[src/rtl/io_display_mmio.sv]
// rtl/io_display_mmio.sv - IO-bus peripheral: N-digit 7-segment scanner, debounced switches, sticky change flag
module io_display_mmio #(
    parameter int NUM_DIGITS = 4,
    parameter int SEG_W      = 7,
    parameter int SCAN_BITS  = 16,
    parameter int SW_W       = 2,
    parameter int DEB_BITS   = 4
) (
    input  logic                  CLK,
    input  logic                  RESET,
    input  logic [3:0]            IOAddr,
    input  logic [31:0]           IOWriteData,
    input  logic                  IOWriteEn,
    output logic [31:0]           IOReadData,
    input  logic [SW_W-1:0]       SW,
    output logic [SEG_W-1:0]      LED,
    output logic [NUM_DIGITS-1:0] AN
);
    localparam int DW    = NUM_DIGITS * SEG_W;
    localparam int CW    = NUM_DIGITS + 1;
    localparam int IDX_W = (NUM_DIGITS > 1) ? $clog2(NUM_DIGITS) : 1;

    logic [DW-1:0]         disp_q,  disp_d;
    logic [CW-1:0]         ctrl_q,  ctrl_d;
    logic [SCAN_BITS-1:0]  presc_q, presc_d;
    logic [IDX_W-1:0]      idx_q,   idx_d;
    logic [SW_W-1:0]       s1_q, s1_d, s2_q, s2_d;
    logic [SW_W-1:0]       cand_q, cand_d, stable_q, stable_d;
    logic [DEB_BITS-1:0]   cnt_q,   cnt_d;
    logic                  flag_q,  flag_d;
    logic [NUM_DIGITS-1:0] an_q,    an_d;
    logic [SEG_W-1:0]      led_q,   led_d;

    logic [SEG_W-1:0]      seg_sel;
    logic                  blank_sel;
    logic                  active;
    logic                  set_flag;
    logic                  unused_wdata;

    assign unused_wdata = ^IOWriteData;

    always_comb begin
        disp_d   = disp_q;
        ctrl_d   = ctrl_q;
        flag_d   = flag_q;
        presc_d  = presc_q + SCAN_BITS'(1);
        idx_d    = idx_q;
        s1_d     = SW;
        s2_d     = s1_q;
        cand_d   = cand_q;
        stable_d = stable_q;
        cnt_d    = cnt_q;
        set_flag = 1'b0;
        seg_sel  = '0;
        blank_sel = 1'b0;
        an_d     = '1;

        if (IOWriteEn && IOAddr == 4'h0) disp_d = IOWriteData[DW-1:0];
        if (IOWriteEn && IOAddr == 4'h8) ctrl_d = IOWriteData[CW-1:0];

        if (presc_q == '1)
            idx_d = (idx_q == IDX_W'(NUM_DIGITS - 1)) ? '0 : idx_q + IDX_W'(1);

        for (int i = 0; i < NUM_DIGITS; i++) begin
            if (idx_q == IDX_W'(i)) begin
                seg_sel   = disp_q[i*SEG_W +: SEG_W];
                blank_sel = ctrl_q[i+1];
            end
        end
        active = ctrl_q[0] && !blank_sel;
        for (int i = 0; i < NUM_DIGITS; i++)
            an_d[i] = !(active && idx_q == IDX_W'(i));
        led_d = active ? ~seg_sel : '1;

        // A new candidate restarts the count; it is accepted only after a full run of equal samples
        if (s2_q != cand_q) begin
            cand_d = s2_q;
            cnt_d  = '0;
        end else if (cand_q != stable_q) begin
            if (cnt_q == '1) begin
                stable_d = cand_q;
                set_flag = 1'b1;
                cnt_d    = '0;
            end else begin
                cnt_d = cnt_q + DEB_BITS'(1);
            end
        end else begin
            cnt_d = '0;
        end

        if (IOWriteEn && IOAddr == 4'hC) flag_d = 1'b0;
        if (set_flag) flag_d = 1'b1;
    end

    always_ff @(posedge CLK) begin
        if (RESET) begin
            disp_q   <= '0;
            ctrl_q   <= CW'(1);
            presc_q  <= '0;
            idx_q    <= '0;
            s1_q     <= '0;
            s2_q     <= '0;
            cand_q   <= '0;
            stable_q <= '0;
            cnt_q    <= '0;
            flag_q   <= 1'b0;
            an_q     <= '1;
            led_q    <= '1;
        end else begin
            disp_q   <= disp_d;
            ctrl_q   <= ctrl_d;
            presc_q  <= presc_d;
            idx_q    <= idx_d;
            s1_q     <= s1_d;
            s2_q     <= s2_d;
            cand_q   <= cand_d;
            stable_q <= stable_d;
            cnt_q    <= cnt_d;
            flag_q   <= flag_d;
            an_q     <= an_d;
            led_q    <= led_d;
        end
    end

    assign AN  = an_q;
    assign LED = led_q;

    always_comb begin
        IOReadData = '0;
        case (IOAddr)
            4'h0: IOReadData[DW-1:0]   = disp_q;
            4'h4: IOReadData[SW_W-1:0] = stable_q;
            4'h8: IOReadData[CW-1:0]   = ctrl_q;
            4'hC: begin
                IOReadData[0]          = flag_q;
                IOReadData[8 +: IDX_W] = idx_q;
            end
            default: IOReadData = '0;
        endcase
    end
endmodule
[config.mk]
export PLATFORM = sky130hd
export DESIGN_NAME = io_display_mmio
export DESIGN_NICKNAME = d
export VERILOG_FILES = /design/src/rtl/io_display_mmio.sv
export SDC_FILE = /design/constraint.sdc
export NUM_CORES = 1
export LEC_CHECK = 0
export ABC_AREA = 1
export CAP_MARGIN = 20
export CORE_ASPECT_RATIO = 1.75
export CORE_UTILIZATION = 53
export DETAILED_ROUTE_END_ITERATION = 8
export PLACE_DENSITY = 0.85
export SLEW_MARGIN = 20
export SYNTH_ARGS = -nofsm -noshare
export SYNTH_HDL_FRONTEND = slang
export SYNTH_SLANG_ARGS = --single-unit
[constraint.sdc]
create_clock -name CLK -period 2.9 [get_ports CLK]
set_input_delay 0.87 -clock CLK [delete_from_list [all_inputs] [get_ports CLK]]
set_output_delay 0.87 -clock CLK [all_outputs]
set_load 0.03 [all_outputs]
==> results.sh <==
export IMPL_numCtsBuffers=9
export IMPL_fmax_ghz=0.345
export IMPL_io_buffers=75
export IMPL_fin_skew_ns=0.0129
export IMPL_die_w_um=62.9
export IMPL_yosys_top_cells_area="dfxtp_1, nor2_1, nand2_1"
export IMPL_cts_tree="built"
export IMPL_clk_pin_slew_worst_paths_ns=0.07
export IMPL_drt_first_iter_violations=276
export IMPL_required_ns=2.03
export IMPL_first_global_vias=3302
export IMPL_violations="setup timing"
export IMPL_holdCritPathClass="reg2reg"
export IMPL_core_um2=6230
export IMPL_num_rows=38
export IMPL_vias=3464
export IMPL_drive_gt1_share_pct=17.1
export IMPL_final_antenna_net_count=0
export IMPL_crit_chain="dlygate4sd2_1, nor2_8, buf_4, nand3_4, o22ai_2, buf_4, buf_12"
export IMPL_wl_per_cell_um=13.9
export IMPL_grt_pass1_wl_um=14500
export IMPL_syn_to_final_growth_pct=33.4
export IMPL_synth_top_area_share_pct=43.6
export IMPL_grt_overflow=0
export IMPL_maxSlewViolCount=0
export IMPL_num_antenna_cells=0
export IMPL_start_util_pct=55.3
export IMPL_finalCritPeriodShare_pct=100
export IMPL_worst_slack_ns=-0.00120
export IMPL_finalCriticalPeriod_ns=2.90
export IMPL_firstDrtPassIters=5
export IMPL_leakagePower_nw=1.78
export IMPL_cp_end_kind="output port"
export IMPL_dieHeight_um=109
export IMPL_io_pins=84
export IMPL_ys_seq_area_share_pct=43.6
export IMPL_ctsHoldBuffers=0
export IMPL_via_per_inst=5.36
export IMPL_root_buffer="clkbuf_8"
export IMPL_fin_hold_ws_ns=0.408
export IMPL_syn_avg_cell_area_um2=7.30
export IMPL_yosys_register_bits=75
export IMPL_path_buf_inv=4
export IMPL_multi_input_area_um2=1640
export IMPL_synth_commonest_cells="dfxtp_1, nor2_1, nand2_1, inv_1, a21oi_1"
export IMPL_async_reset_ff_share_pct=0
export IMPL_netlist_instances=472
export IMPL_slowest_delay_ns=0.28
export IMPL_cpLargestDelayFamily="buffers and inverters"
export IMPL_drc_errors=0
export IMPL_worst_ep_arrival_time_ns=2.03
export IMPL_worstPathMaxFanout=5
export IMPL_fill_cells=482
export IMPL_hold_viol_final=0
export IMPL_yosys_area_top_type="dfxtp_1"
export IMPL_final_nets=608
export IMPL_final_util_pct=73.7
export IMPL_status="finished with violations"
export IMPL_setup_viol=1
export IMPL_netlist_cell_type_count=37
export IMPL_cts_buffer_depth=2
export IMPL_clkLatencyLatePin_ns=0.35
export IMPL_htree_levels=3
export IMPL_synth_cell_area_um2=3440
export IMPL_ys_warn_count=0
export IMPL_seq_area_um2=1500
export IMPL_synthFlopType="dfxtp_1"
export IMPL_track_usage_pct=27.5
export IMPL_maxCapViolCount=0
export IMPL_path_class="in2out"
export IMPL_grt_max_degree=33
export IMPL_ir_drop_mv=0.419
export IMPL_critical_path_most_common_cell="buf_4"
export IMPL_synth_edf_count=0
export IMPL_power_density_nw_per_um2=453
export IMPL_gp_congestion=0.935
export IMPL_rsz0062_at_grt="no"
export IMPL_drt_total_wl_um=8960
export IMPL_antenna_found_initial=0
export IMPL_critPathSlowestCell="dlygate4sd2_1"
export IMPL_cts_sinks=75
export IMPL_cp_start_kind="input port"
export IMPL_die_area_um2=6840
export IMPL_dp_hpwl_um=6350
final timing paths:
check | startpoint | end | slack (ns) | cells after the start
setup / recovery | IOAddr[0] | IOReadData[8] | -0.001 | 7
hold reg to reg | s1_q[1] | s2_q[1] | 0.41 | 2
hold / removal | s1_q[1] | s2_q[1] | 0.41 | 2
setup reg to reg | idx_q[1] | LED[5] | 1.16 | 8
logic make-up after synthesis:
group	count (synthesis)	share of synthesized area, %
AO/OA/AOI/OAI	107	16.8
XOR/XNOR	5	1.27
adder cells (fa/ha/maj)	6	2.18
buffers and inverters	89	11.8
flip-flops	75	43.6
other	1	0.109
AND/OR/NAND/NOR	189	24.3
what timing repair did:
item / in CTS / in global routing
endpoints found under the setup margin: 28 / 6
gates resized for setup: 27 / 2
gates cloned: 2 / 0
pin swaps: 1 / 1
buffers inserted: 0 / 1
power breakdown:
| group | internal, mW | switching (mW) |
|---|---|---|
| sequential | 1.05 | 0.0112 |
| clock | 0.465 | 0.369 |
| combinational | 0.0864 | 0.101 |
| total | 1.60 | 0.482 |
layer usage:
metal | global-route usage, % | wire, µm | part of all wire [%] | vias up
li1 | - | - | - | 1692
met2 | 52.4 | 5020 | 56 | 123
met3 | 4.08 | 407 | 4.5 | 38
met1 | 27.1 | 3150 | 35 | 1611
met4 | 17.8 | 378 | 4.2 | 0
met5 | 0 | 0 | 0 | -
final cells by class:
type | count | area share (%)
Clock inverter | 4 | 1.04
Clock buffer | 12 | 3.60
Tap cell | 80 | 2.18
Timing Repair Buffer | 97 | 19.5
Sequential cell | 75 | 32.7
Inverter | 66 | 5.39
Multi-Input combinational cell | 312 | 35.6
sequential cells by signal, summed over array words and instances (netlist names):
name / count
cnt_q: 4
presc_q: 16
AN: 4
idx_q: 2
LED: 7
s2_q: 2
ctrl_q: 5
disp_q: 28
flag_q: 1
s1_q: 2
cand_q: 2
stable_q: 2
through the flow:
stage	setup WS (ns)	power (mW)	TNS, ns	std cells	instance area, µm²
CTS	0.00293	2.08	0	645	4570
finish	-0.00120	2.08	-0.00120	646	4590
global placement	-0.237	1.25	-5.44	627	4250
global route	0.00390	2.15	0	646	4590
floorplan	0.147	1.17	0	475	3450
detailed placement	-0.278	1.26	-5.81	627	4250
placed cells by master (no fill, tap or decap), types with 3 or more instances in the layout:
master | Yosys | final
buf_6 | 4 | 8
nand3_1 | 27 | 26
inv_2 | 3 | 4
o21ai_2 | 3 | 3
o21ai_1 | 9 | 9
inv_1 | 62 | 61
ha_1 | 6 | 6
buf_4 | 5 | 40
nand2_1 | 68 | 68
clkdlybuf4s50_1 | 0 | 43
o22ai_2 | 0 | 4
clkbuf_8 | 0 | 12
o21ai_0 | 33 | 33
nand3_4 | 0 | 3
dlygate4sd2_1 | 0 | 4
nand4_1 | 9 | 9
nor2_1 | 75 | 70
a21oi_1 | 50 | 50
dfxtp_1 | 75 | 75
a21oi_2 | 3 | 3
conb_1 | 1 | 4
xnor2_1 | 3 | 3
nor2_2 | 1 | 6
tightest hold or removal path, delay by kind of cell, from the launching register on:
family | cells | cell delay [ns]
and+or+nand+nor | 1 | 0.03
buffers and inverters | 1 | 0.04
DFF | 1 | 0.30
Note: power is estimated with default switching activity, not from simulation.
